$ cat config.mk
export PLATFORM = sky130hd
export DESIGN_NAME = core_result_aggregator_flat
export DESIGN_NICKNAME = d
export VERILOG_FILES = /design/src/rtl/core_result_aggregator_pkg.sv /design/src/rtl/core_result_aggregator_if.sv /design/src/rtl/core_result_aggregator_done_tracker.sv /design/src/rtl/core_result_aggregator.sv /design/src/flat_wrapper.sv
export SDC_FILE = /design/constraint.sdc
export NUM_CORES = 1
export LEC_CHECK = 0
export CAP_MARGIN = 10
export CORE_ASPECT_RATIO = 1.4
export CORE_MARGIN = 4
export CORE_UTILIZATION = 57
export CTS_CLUSTER_DIAMETER = 80
export DETAILED_ROUTE_END_ITERATION = 16
export PLACE_DENSITY = 0.95
export SLEW_MARGIN = 5
export SYNTH_ARGS = -nofsm -noshare
export SYNTH_HDL_FRONTEND = slang
export SYNTH_SLANG_ARGS = --single-unit
$ cat constraint.sdc
create_clock -name clk -period 10.2 [get_ports clk]
set_input_delay 3.06 -clock clk [delete_from_list [all_inputs] [get_ports clk]]
set_output_delay 3.06 -clock clk [all_outputs]
set_load 0.01 [all_outputs]
$ cat src/rtl/core_result_aggregator_pkg.sv
// Shared types and default sizes for the core result aggregator.
package core_result_aggregator_pkg;

  localparam int unsigned CORES_MAX = 8;
  localparam int unsigned RESULT_W  = 8;

  typedef enum logic [2:0] {
    IDLE,
    RUN,
    DRAIN,
    DONE,
    TMO
  } agg_state_t;

endpackage

$ cat src/rtl/core_result_aggregator_if.sv
// Bus between the core array / run controller and the result aggregator.
interface core_result_aggregator_if
  import core_result_aggregator_pkg::*;
#(
  parameter int unsigned NUM_CORES = CORES_MAX,
  parameter int unsigned DATA_W    = RESULT_W,
  parameter int unsigned SUM_W     = 12,
  parameter int unsigned CYC_W     = 16
);

  logic                        start;
  logic [NUM_CORES-1:0]        core_en;
  logic [NUM_CORES-1:0]        strobe;
  logic [NUM_CORES*DATA_W-1:0] result;
  logic [NUM_CORES-1:0]        done_mask;
  logic [SUM_W-1:0]            total;
  logic [CYC_W-1:0]            cycles;
  logic                        busy;
  logic                        all_done;
  logic                        timeout;
  logic                        overflow;

  modport master (
    output start, core_en, strobe, result,
    input  done_mask, total, cycles, busy, all_done, timeout, overflow
  );

  modport slave (
    input  start, core_en, strobe, result,
    output done_mask, total, cycles, busy, all_done, timeout, overflow
  );

endinterface

$ cat src/rtl/core_result_aggregator_done_tracker.sv
// Per-core tracker: strobe falling-edge detect, result capture, done and pending flags.
module core_result_aggregator_done_tracker
  import core_result_aggregator_pkg::*;
#(
  parameter int unsigned DATA_W = RESULT_W
) (
  input  logic              clk,
  input  logic              reset,
  input  logic              i_clear,
  input  logic              i_cap_en,
  input  logic              i_strobe,
  input  logic [DATA_W-1:0] i_result,
  input  logic              i_drain,
  output logic              o_cap_c,
  output logic              o_done,
  output logic              o_pending,
  output logic [DATA_W-1:0] o_captured
);

  logic              r_strobe_q;
  logic              r_done;
  logic              r_pending;
  logic [DATA_W-1:0] r_captured;
  logic              w_fall;

  assign w_fall  = r_strobe_q & ~i_strobe;
  // Only the first enabled fall of a run is taken.
  assign o_cap_c = i_cap_en & w_fall & ~r_done;

  // Previous strobe level, tracked in every state.
  always_ff @(posedge clk or posedge reset) begin
    if (reset) begin
      r_strobe_q <= 1'b0;
    end else begin
      r_strobe_q <= i_strobe;
    end
  end

  // Capture on first fall; a capture marks the core pending until the accumulator drains it.
  always_ff @(posedge clk or posedge reset) begin
    if (reset) begin
      r_done     <= 1'b0;
      r_pending  <= 1'b0;
      r_captured <= '0;
    end else if (i_clear) begin
      r_done     <= 1'b0;
      r_pending  <= 1'b0;
      r_captured <= '0;
    end else if (o_cap_c) begin
      r_done     <= 1'b1;
      r_pending  <= 1'b1;
      r_captured <= i_result;
    end else if (i_drain) begin
      r_pending  <= 1'b0;
    end
  end

  assign o_done     = r_done;
  assign o_pending  = r_pending;
  assign o_captured = r_captured;

endmodule

$ cat src/rtl/core_result_aggregator.sv
// Run monitor: collects one result per enabled core, sums them with saturation and times the run.
module core_result_aggregator
  import core_result_aggregator_pkg::*;
#(
  parameter int unsigned NUM_CORES      = CORES_MAX,
  parameter int unsigned DATA_W         = RESULT_W,
  parameter int unsigned SUM_W          = 12,
  parameter int unsigned CYC_W          = 16,
  parameter int unsigned TIMEOUT_CYCLES = 0
) (
  input  logic                     clk,
  input  logic                     reset,
  core_result_aggregator_if.slave  bus
);

  agg_state_t           r_state;
  logic [NUM_CORES-1:0] r_en_q;
  logic [CYC_W-1:0]     r_cycles;
  logic [SUM_W-1:0]     r_total;
  logic                 r_overflow;
  logic                 r_busy;
  logic                 r_all_done;
  logic                 r_timeout;

  logic [NUM_CORES-1:0] w_cap;
  logic [NUM_CORES-1:0] w_done;
  logic [NUM_CORES-1:0] w_pend;
  logic [NUM_CORES-1:0] w_drain_oh;
  logic [NUM_CORES-1:0] w_drain;
  logic [DATA_W-1:0]    w_captured [NUM_CORES];
  logic [DATA_W-1:0]    w_drain_val;
  logic [SUM_W:0]       w_sum;
  logic [CYC_W-1:0]     w_cyc_nxt;
  logic                 w_drain_act;
  logic                 w_last;
  logic                 w_tmo_hit;

  // One tracker per core channel.
  for (genvar gi = 0; gi < NUM_CORES; gi++) begin : g_core
    core_result_aggregator_done_tracker #(
      .DATA_W (DATA_W)
    ) u_trk (
      .clk        (clk),
      .reset      (reset),
      .i_clear    (bus.start),
      .i_cap_en   ((r_state == RUN) && r_en_q[gi]),
      .i_strobe   (bus.strobe[gi]),
      .i_result   (bus.result[gi*DATA_W +: DATA_W]),
      .i_drain    (w_drain[gi]),
      .o_cap_c    (w_cap[gi]),
      .o_done     (w_done[gi]),
      .o_pending  (w_pend[gi]),
      .o_captured (w_captured[gi])
    );
  end

  // Lowest-index pending core is drained first; start suppresses draining.
  assign w_drain_act = ((r_state == RUN) || (r_state == DRAIN) || (r_state == TMO)) && !bus.start;
  assign w_drain_oh  = w_pend & (~w_pend + NUM_CORES'(1));
  assign w_drain     = w_drain_act ? w_drain_oh : '0;

  // Result mux for the selected pending core.
  always_comb begin
    w_drain_val = '0;
    for (int i = 0; i < NUM_CORES; i++) begin
      if (w_drain_oh[i]) begin
        w_drain_val = w_drain_val | w_captured[i];
      end
    end
  end

  assign w_sum     = (SUM_W+1)'(r_total) + (SUM_W+1)'(w_drain_val);
  assign w_cyc_nxt = (r_cycles == '1) ? r_cycles : r_cycles + CYC_W'(1);
  assign w_last    = ((w_done | w_cap) == r_en_q);
  assign w_tmo_hit = (TIMEOUT_CYCLES != 0) && (32'(w_cyc_nxt) == TIMEOUT_CYCLES);

  // Run FSM with cycle counter; completion takes priority over timeout.
  always_ff @(posedge clk or posedge reset) begin
    if (reset) begin
      r_state    <= IDLE;
      r_en_q     <= '0;
      r_cycles   <= '0;
      r_busy     <= 1'b0;
      r_all_done <= 1'b0;
      r_timeout  <= 1'b0;
    end else if (bus.start) begin
      r_state    <= RUN;
      r_en_q     <= bus.core_en;
      r_cycles   <= '0;
      r_busy     <= 1'b1;
      r_all_done <= 1'b0;
      r_timeout  <= 1'b0;
    end else begin
      case (r_state)
        RUN: begin
          r_cycles <= w_cyc_nxt;
          if (w_last) begin
            r_state <= DRAIN;
          end else if (w_tmo_hit) begin
            r_state   <= TMO;
            r_busy    <= 1'b0;
            r_timeout <= 1'b1;
          end
        end
        DRAIN: begin
          if (w_pend == '0) begin
            r_state    <= DONE;
            r_busy     <= 1'b0;
            r_all_done <= 1'b1;
          end
        end
        default: r_state <= r_state;
      endcase
    end
  end

  // Saturating accumulator with sticky overflow.
  always_ff @(posedge clk or posedge reset) begin
    if (reset) begin
      r_total    <= '0;
      r_overflow <= 1'b0;
    end else if (bus.start) begin
      r_total    <= '0;
      r_overflow <= 1'b0;
    end else if (|w_drain) begin
      if (w_sum[SUM_W]) begin
        r_total    <= '1;
        r_overflow <= 1'b1;
      end else begin
        r_total    <= w_sum[SUM_W-1:0];
      end
    end
  end

  assign bus.done_mask = w_done;
  assign bus.total     = r_total;
  assign bus.cycles    = r_cycles;
  assign bus.busy      = r_busy;
  assign bus.all_done  = r_all_done;
  assign bus.timeout   = r_timeout;
  assign bus.overflow  = r_overflow;

endmodule

$ cat src/flat_wrapper.sv
// flat-port wrapper written by rule: the top's interface ports become plain ports
module core_result_aggregator_flat import core_result_aggregator_pkg::*;
#(
  parameter int unsigned NUM_CORES      = CORES_MAX,
  parameter int unsigned DATA_W         = RESULT_W,
  parameter int unsigned SUM_W          = 12,
  parameter int unsigned CYC_W          = 16,
  parameter int unsigned TIMEOUT_CYCLES = 0
)
  (clk, reset, bus_start, bus_core_en, bus_strobe, bus_result, bus_done_mask, bus_total, bus_cycles, bus_busy, bus_all_done, bus_timeout, bus_overflow);
  core_result_aggregator_if #(.NUM_CORES(NUM_CORES), .DATA_W(DATA_W), .SUM_W(SUM_W), .CYC_W(CYC_W)) bus_i ();
  input  logic clk;
  input  logic reset;
  input wire logic [$bits(bus_i.start)-1:0] bus_start;
  input wire logic [$bits(bus_i.core_en)-1:0] bus_core_en;
  input wire logic [$bits(bus_i.strobe)-1:0] bus_strobe;
  input wire logic [$bits(bus_i.result)-1:0] bus_result;
  output wire logic [$bits(bus_i.done_mask)-1:0] bus_done_mask;
  output wire logic [$bits(bus_i.total)-1:0] bus_total;
  output wire logic [$bits(bus_i.cycles)-1:0] bus_cycles;
  output wire logic [$bits(bus_i.busy)-1:0] bus_busy;
  output wire logic [$bits(bus_i.all_done)-1:0] bus_all_done;
  output wire logic [$bits(bus_i.timeout)-1:0] bus_timeout;
  output wire logic [$bits(bus_i.overflow)-1:0] bus_overflow;
  assign bus_i.start = bus_start;
  assign bus_i.core_en = bus_core_en;
  assign bus_i.strobe = bus_strobe;
  assign bus_i.result = bus_result;
  assign bus_done_mask = bus_i.done_mask;
  assign bus_total = bus_i.total;
  assign bus_cycles = bus_i.cycles;
  assign bus_busy = bus_i.busy;
  assign bus_all_done = bus_i.all_done;
  assign bus_timeout = bus_i.timeout;
  assign bus_overflow = bus_i.overflow;
  core_result_aggregator #(.NUM_CORES(NUM_CORES), .DATA_W(DATA_W), .SUM_W(SUM_W), .CYC_W(CYC_W), .TIMEOUT_CYCLES(TIMEOUT_CYCLES)) u_core (.clk(clk), .reset(reset), .bus(bus_i));
endmodule
Word level (Yosys, flattened, before mapping)
Index checks and enable logic that the tools add are counted.
{ "op_classes": {"eq_ne": 8, "addsub": 3, "reduce_logical": 40, "n_bitwise": 50, "muxes": 84} }
{ "op_table": {"columns": ["cell", "count"], "rows": [
  ["8-bit 2-to-1 mux", 25],
  ["8-bit bitwise OR", 8],
  ["1-bit 2-to-1 mux", 49],
  ["16-bit 2-to-1 mux", 3],
  ["12-bit 2-to-1 mux", 3],
  ["3-bit nonzero test", 9],
  ["2-bit nonzero test", 13],
  ["1-bit bitwise AND", 24],
  ["16-bit by 1-bit adder with 16-bit output (second input constant)", 1],
  ["16-bit equality test (second input constant)", 1],
  ["1-bit inverter", 16],
  ["12-bit by 8-bit adder with 13-bit output", 1],
  ["1-bit logical AND", 9],
  ["3-bit 2-to-1 mux", 3],
  ["8-bit by 1-bit adder with 8-bit output (second input constant)", 1],
  ["8-bit bitwise AND", 1],
  ["8-bit equality test", 1],
  ["8-bit logical NOT", 1],
  ["8-bit inverter", 1],
  ["8-bit OR reduction", 1],
  ["3-bit one-hot mux with 2 select lines", 1],
  ["2-bit AND reduction", 3],
  ["3-bit by 1-bit equality test with 1-bit output (second input constant)", 1],
  ["3-bit by 2-bit equality test with 1-bit output (second input constant)", 1],
  ["other kinds (7)", 8]
]} }
{ "totals": {"regBits": 130, "input_bits": 83, "out_inout_bits": 40} }

Depth between registers and ports, before layout
Gate-level depths: netlist (run 1).
{ "depth": {"word_depth": 22, "ltp_mapped": 13} }

Modules after synthesis
Synthesis (run 1) repeated with hierarchy kept, for this count alone.
{ "hier_totals": {"cells_unflattened": 707, "area_unflattened_um2": 7270.7} }
{ "by_module_without_submodules": {"columns": ["mod", "area_per_inst_um2", "n_inst", "cells_each", "seq_area_each_um2"], "rows": [
  ["core_result_aggregator_done_tracker", 520.5, 8, 43, 275.3],
  ["core_result_aggregator", 3106.7, 1, 363, 1026.0]
]} }

Least setup slack after synthesis (run 1)
Ideal clock, no wire load.
{ "synth_path": {"kind": "input to register", "start": "input bus_start", "end": "register u_core.r_cycles[0], in the netlist u_core.bus.cycles[0]", "arrival_ns": 4.040, "t_required_ns": 10.068, "stages": 5, "slack_ns": 6.028, "path_cell_list": "buf_2 > clkbuf_1 > clkbuf_1 > clkbuf_1 > nor2_1"} }
{ "synth_via": {"elab_chain_cells": 2, "word_cells_on_any_way": 4, "cone_classes": "eq/ne: 1; mux: 1; reduce/logical: 2"} }
{ "synth_rtl": {"columns": ["item", "line_no", "text"], "rows": [
  ["start: declaration", "flat_wrapper.sv:14", "input wire logic [$bits(bus_i.start)-1:0] bus_start;"],
  ["2-bit inequality test (no source line) or 2-bit nonzero test (tied branches)", null, null],
  ["2-bit AND reduction (no source line)", null, null],
  ["end signal: assignment", "core_result_aggregator.sv:96", "r_cycles <= w_cyc_nxt;"],
  ["end: declaration", "core_result_aggregator.sv:18", "logic [CYC_W-1:0] r_cycles;"]
]} }
Several ways; a longest one is shown, not always the timed one.
A chain may end at the register's enable or synchronous reset.

Worst setup path in the final report (run 1)
{ "layout_path": {"start": "input bus_start", "end": "register u_core.r_total[11], in the netlist u_core.bus.total[11]"} }
{ "layout_via": {"elab_chain_cells": 5, "word_cells_on_any_way": 6, "cone_classes": "mux: 2; reduce/logical: 4"} }
{ "layout_rtl": {"columns": ["item", "line_no", "text"], "rows": [
  ["1-bit logical NOT", "core_result_aggregator.sv:58", "assign w_drain_act = ((r_state == RUN) || (r_state == DRAIN) || (r_state == TMO)) && !bus.start;"],
  ["1-bit logical AND", "core_result_aggregator.sv:58", null],
  ["8-bit 2-to-1 mux", "core_result_aggregator.sv:60", "assign w_drain = w_drain_act ? w_drain_oh : '0;"],
  ["8-bit OR reduction", "core_result_aggregator.sv:125", "end else if (|w_drain) begin"],
  ["2-bit nonzero test (no source line)", null, null],
  ["end signal: assignment", "core_result_aggregator.sv:130", "r_total <= w_sum[SUM_W-1:0];"],
  ["end: declaration", "core_result_aggregator.sv:19", "logic [SUM_W-1:0] r_total;"]
]} }
Several ways; a longest one is shown, not always the timed one.

==> results of run 1 <==
## critical path, delay by kind of cell
family          cells  cell delay [ps]
compound gates      2              980
buf+inv             2              580
simple gates        1              460
## cells in the mapped netlist, drive strengths merged, types with 5 or more instances
library cell  number
mux2               6
a222oi             7
o21ai             59
nand4              7
xor2              13
a21oi             28
and3b              9
nand3b            15
clkbuf            14
nor3b              5
and2               5
mux2i             33
nand2b            23
nand2             55
ha                11
buf               26
a221oi             7
dfrtp            129
and3               7
inv               38
a31oi              8
nand3             20
nor2              75
a22oi              8
## routing by layer
metal | GRT usage | routed length (um)
met4 | 0.1192 | 644
met3 | 0.06253 | 1076
met1 | 0.3177 | 6609
met2 | 0.4929 | 9566
met5 | 0 | 0
## registers in the layout, indices dropped and copies added (netlist names)
register                        flops
u_core.g_core.u_trk.o_captured     64
u_core.bus.cycles                  16
u_core.bus.total                   12
u_core.g_core.u_trk.o_done          8
u_core.g_core.u_trk.o_pending       8
u_core.g_core.u_trk.r_strobe_q      8
u_core.r_en_q                       8
u_core.r_state                      2
u_core.bus.all_done                 1
u_core.bus.busy                     1
u_core.bus.overflow                 1
## power by group
part,internal [mW],switching [mW]
sequential,0.565,0.0561
combinational,0.170,0.197
clock,0.484,0.222
total,1.22,0.475
## cells by family after synthesis
kind of cell | Yosys count | share of synthesized area
xor gates and xnor gates | 15 | 0.02003
adders and majority gates | 12 | 0.02404
and+or+nand+nor | 243 | 0.2001
buffers and inverters | 78 | 0.05609
AOI/OAI and AO/OA | 147 | 0.1463
DFF | 129 | 0.4922
other | 1 | 0.0005718
muxes | 39 | 0.06066
## final timing paths
path	from	endpoint	slack, ps	depth (start not counted)
worst max-delay path	bus_start	u_core.bus.total[11]	5390	5
worst min-delay path	u_core.g_core[2].u_trk.o_captured[1]	u_core.g_core[2].u_trk.o_captured[1]	490	2
worst max register to register	u_core.g_core[0].u_trk.o_pending	u_core.bus.total[11]	6220	12
worst min register to register	u_core.g_core[2].u_trk.o_captured[1]	u_core.g_core[2].u_trk.o_captured[1]	490	2
max in group asynchronous	reset	u_core.g_core[7].u_trk.o_captured[0]	5690	3
min in group asynchronous	reset	u_core.g_core[0].u_trk.o_done	3140	2
## area by class of cell
cell class              instances  area (sq um)
clock inverters                10         202.7
clock buffers                  22         484.2
flip-flops and latches        129          3228
fillers                       760          2854
well taps                     144         180.2
multi-input cells             457          2963
repair buffers                123          1224
inverters                      38         145.1
==> summary.txt, run 1 <==
Run status
  – Status: completed

Place
  – Worst slack, placed: 5018 ps
  – Port Buffer Count: 121
  – Cells after DPL: 891
  – Placed inst area: 0.007740 sq mm
  – GP Congestion: 0.8560
  – Final HPWL DP: 12.27 mm

Layout
  – Final nets: 861
  – Most common cell after layout, fill and taps aside: dfrtp_1
  – # diodes: 0
  – Fin cells: 923
  – Final instance area: 0.008427 sq mm
  – Area grow syn2layout: 28.48%
  – Final Util: 0.7470
  – Most frequent cells in the layout: dfrtp_1 (129), clkdlybuf4s50_1 (120), nor2_1 (71)
  – Share of layout cells above drive strength 1: 0.07831

Pwr
  – Pwr dens: 201.0 mW/mm^2
  – Leakage: 3.585 nW
  – VDD IR max: 0.0001353 V
  – Final Power: 1.694 mW

Logic synthesis
  – Synth Flop Type: dfrtp_1
  – Post-synth top area share: 0.4922
  – Unique masters post-synth: 65
  – Syn_nets: 759
  – Cell taking the most area after synthesis: dfrtp_1
  – Post-Synthesis Cell Area: 0.006559 sq mm
  – Sequential area share after synthesis: 0.4922
  – Synth Warn #: 0
  – Synthesized area per cell: 9.878 sq um
  – Register bit total from synthesis: 129
  – EDFF count, synth: 0
  – Ys async rst share: 1.000
  – Synth area leaders: dfrtp_1 (49%), mux2i_1 (5.0%), nor2_1 (4.1%), o21ai_0 (4.0%), nand2_1 (3.1%)
  – Cells after synthesis: 664

Global routing
  – Antenna violations before repair: 0
  – GRT Residual Overflow: 0
  – Vias in the first global route: 5988
  – Pin count of the biggest net entering global routing: 96
  – First-pass GRT wire length: 29.27 mm
  – GR Util All Layers: 0.2767

Clock tree
  – Post-CTS Setup Repair Bufs: 0
  – CTS buffer count: 17
  – Worst-path clk slew: 60 ps
  – H-tree depth: 4
  – CTS resizes: 0
  – Clock buffer depth: 2
  – Clock Latency Late Sink: 410 ps
  – Clk sinks: 129
  – Hold Buf Count CTS: 0
  – Root Driver: clkbuf_16
  – CTS tree: built

Floorplan
  – Height of the die: 134.9 um
  – Initial core utilization: 0.5814
  – Cell Rows: 46
  – IO Count: 123
  – Die width: 98.66 um
  – Core Region: 0.01128 sq mm
  – Die Area: 0.01331 sq mm

Setup path
  – Endpoint type of the worst setup path: flop
  – CP max stage delay: 680 ps
  – Worst EP arrival: 5130 ps
  – Setup CP Type: in2reg
  – Worst Path Max Fanout: 95
  – CP required: 10520 ps
  – Setup crit start kind: input pin
  – Worst path most repeated cell: buf_4
  – Critical path, cell by cell: buf_4, buf_4, a211oi_4, nand3_1, a32oi_1
  – Max stage delay cell, worst path: a211oi_4

Detailed routing
  – 1st-iter DRT viols: 555
  – # DRC: 0
  – Routed Antenna Nets: 0
  – Vias: 5659
  – Vias per cell: 6.131
  – Routed len/inst: 19.39 um
  – WL final: 17.90 mm
  – TritonRoute pass-1 iters: 7

STA
  – Max_slew headroom: 0.2575
  – Fin Clk Skew: 8.052 ps
  – Final setup viols: 0
  – Crit path time final: 4809 ps
  – Period utilization: 0.4715
  – Fin. Hold Viols: 0
  – Fmax: 207.9 MHz
  – Final worst-path setup slack: 5391 ps
  – Setup Total Neg Slack: 0 ps
  – RSZ-0062 raised after global routing: false
  – Final hold slack: 491.1 ps
  – Pins Over Slew Limit: 0
  – Tightest Pin Transition: 1109 ps

Min path
  – Hold Path Class: reg2reg

Job
  – Max Cap Violations: 0
(Power assumes the default switching activity.)
==> inputs of run 2 (changes only) <==
Settings changed: CORE_UTILIZATION 57 to 53, PLACE_DENSITY 0.95 to 0.92.
Clock period 10.2 ns to 4.44 ns, I/O delays scaled along.
==> summary.txt, run 2 (synthesis results as in run 1) <==
Layout
  – Max reg flops: 64
  – Fill count: 875
  – Area grow syn2layout: 28.81%
  – Final nets: 866
  – Fin cells: 931
  – Multi-input gate area: 0.002963 sq mm
  – Share of layout cells above drive strength 1: 0.08291
  – Most common cell after layout, fill and taps aside: dfrtp_1
  – # diodes: 0
  – Register Area: 0.003228 sq mm
  – Most frequent cells in the layout: dfrtp_1 (129), clkdlybuf4s50_1 (120), nor2_1 (71)

STA
  – Fin Clk Skew: 5.797 ps
  – Period utilization: 0.8593
  – Fmax: 262.1 MHz
  – Tightest Pin Transition: 1062 ps
  – Pins Over Slew Limit: 0
  – Setup Total Neg Slack: 0 ps
  – Max_slew headroom: 0.2873
  – Final setup viols: 0
  – Crit path time final: 3815 ps
  – Fin. Hold Viols: 0
  – RSZ-0062 raised after global routing: false

Run status
  – Status: completed

Floorplan
  – Cell Rows: 47
  – Die width: 102.0 um
  – Core Region: 0.01200 sq mm
  – Height of the die: 139.6 um
  – IO Count: 123
  – Initial core utilization: 0.5467
  – Die Area: 0.01424 sq mm

Setup path
  – Endpoint type of the worst setup path: flop
  – Reg2reg path depth: 12
  – R2R setup slack: 620 ps
  – Worst Path Max Fanout: 15
  – Max stage delay cell, worst path: dfrtp_1
  – RR Endpoint: u_core.bus.total[11]
  – Setup CP Type: reg2reg
  – CP max stage delay: 560 ps
  – Reg-to-Reg Start: u_core.g_core[1].u_trk.o_pending
  – Worst EP arrival: 4130 ps
  – CP required: 4750 ps
  – Setup crit start kind: flop
  – Critical path, cell by cell: nor4_4, and3_1, a222oi_1, nand2_1, ha_1, inv_1, fa_1, nor2b_1, o31a_1, o21a_1, nand3_1, a32oi_1

Min path
  – Hold Path Class: reg2reg
  – WHS Path Cells: 2
  – Worst Hold Launch: u_core.g_core[2].u_trk.o_captured[7]
  – Hold Path Sink: u_core.g_core[2].u_trk.o_captured[7]

Detailed routing
  – WL final: 17.79 mm
  – TritonRoute pass-1 iters: 6
  – Routed Antenna Nets: 0
  – Vias: 5587
  – Vias per cell: 6.001
  – # DRC: 0
  – Routed len/inst: 19.10 um
  – 1st-iter DRT viols: 431

Pwr
  – Pwr dens: 445.9 mW/mm^2
  – VDD IR max: 0.0002805 V
  – Leakage: 3.584 nW

Clock tree
  – Hold Buf Count CTS: 0
  – CTS resizes: 0
  – H-tree depth: 4
  – Clk sinks: 129
  – Clock Latency Late Sink: 410 ps
  – Post-CTS Setup Repair Bufs: 0
  – CTS buffer count: 17
  – Clock buffer depth: 2
  – CTS tree: built
  – Worst-path clk slew: 60 ps
  – Root Driver: clkbuf_16

Global routing
  – Vias in the first global route: 5782
  – Pin count of the biggest net entering global routing: 80
  – GR Util All Layers: 0.2576
  – First-pass GRT wire length: 28.65 mm
  – GRT Residual Overflow: 0
  – Antenna violations before repair: 0

Job
  – Max Cap Violations: 0

Place
  – Final HPWL DP: 12.74 mm
  – GP Congestion: 0.9236
  – Port Buffer Count: 121
  – Cells after DPL: 898
[run 2: worst max-delay path by stage]
stage               slack, ps                              from                   end
global placement         1040  u_core.g_core[0].u_trk.o_pending   u_core.bus.total[9]
floorplan                1510                             reset   u_core.bus.all_done
global route              320  u_core.g_core[0].u_trk.o_pending  u_core.bus.total[11]
CTS                       700  u_core.g_core[0].u_trk.o_pending  u_core.bus.total[11]
finish                    620  u_core.g_core[1].u_trk.o_pending  u_core.bus.total[11]
detailed placement        770  u_core.g_core[0].u_trk.o_pending  u_core.bus.total[11]
[run 2: worst max-delay path, delay by kind of cell, from the launching register on]
kind	cells	cell delay, ps
AND/OR/NAND/NOR	5	1670
AO/OA/AOI/OAI	4	880
flip-flops	1	560
adder cells (fa/ha/maj)	2	550
buffers and inverters	1	60
[run 2: area by class of cell]
| cell class | count | area share |
|---|---|---|
| Inverter | 38 | 0.01733 |
| Clock inverter | 9 | 0.01807 |
| Multi-Input combinational cell | 457 | 0.3507 |
| Sequential cell | 129 | 0.3821 |
| Timing Repair Buffer | 128 | 0.1523 |
| Clock buffer | 23 | 0.05776 |
| Tap cell | 147 | 0.02177 |
[run 2: metrics by stage]
step | hold WS (ps) | total power, mW | util | cell area (sq um) | setup WS [ps]
global placement | 483.2 | 2.223 | 0.6502 | 7800 | 1035
detailed placement | 482.6 | 2.258 | 0.6502 | 7800 | 768.1
finish | 499.1 | 3.767 | 0.7042 | 8448 | 624.6
floorplan | 450.1 | 1.951 | - | 6563 | 1513
global route | 552.7 | 3.933 | 0.7042 | 8448 | 319.5
CTS | 499.5 | 3.773 | 0.7036 | 8441 | 695.5
[run 2: per-layer routing]
metal  part of all wire  wire, um  global-route usage
met1               0.37      6546              0.2938
met2               0.53      9378              0.4457
met3              0.062      1108             0.05558
met4              0.042       752              0.1299
met5                  0         0                   0
[run 2: report_power, final]
part / total (mW) / internal [mW] / switching [mW]
combinational: 0.843 / 0.395 / 0.448
sequential: 1.43 / 1.30 / 0.129
clock: 1.50 / 0.997 / 0.498
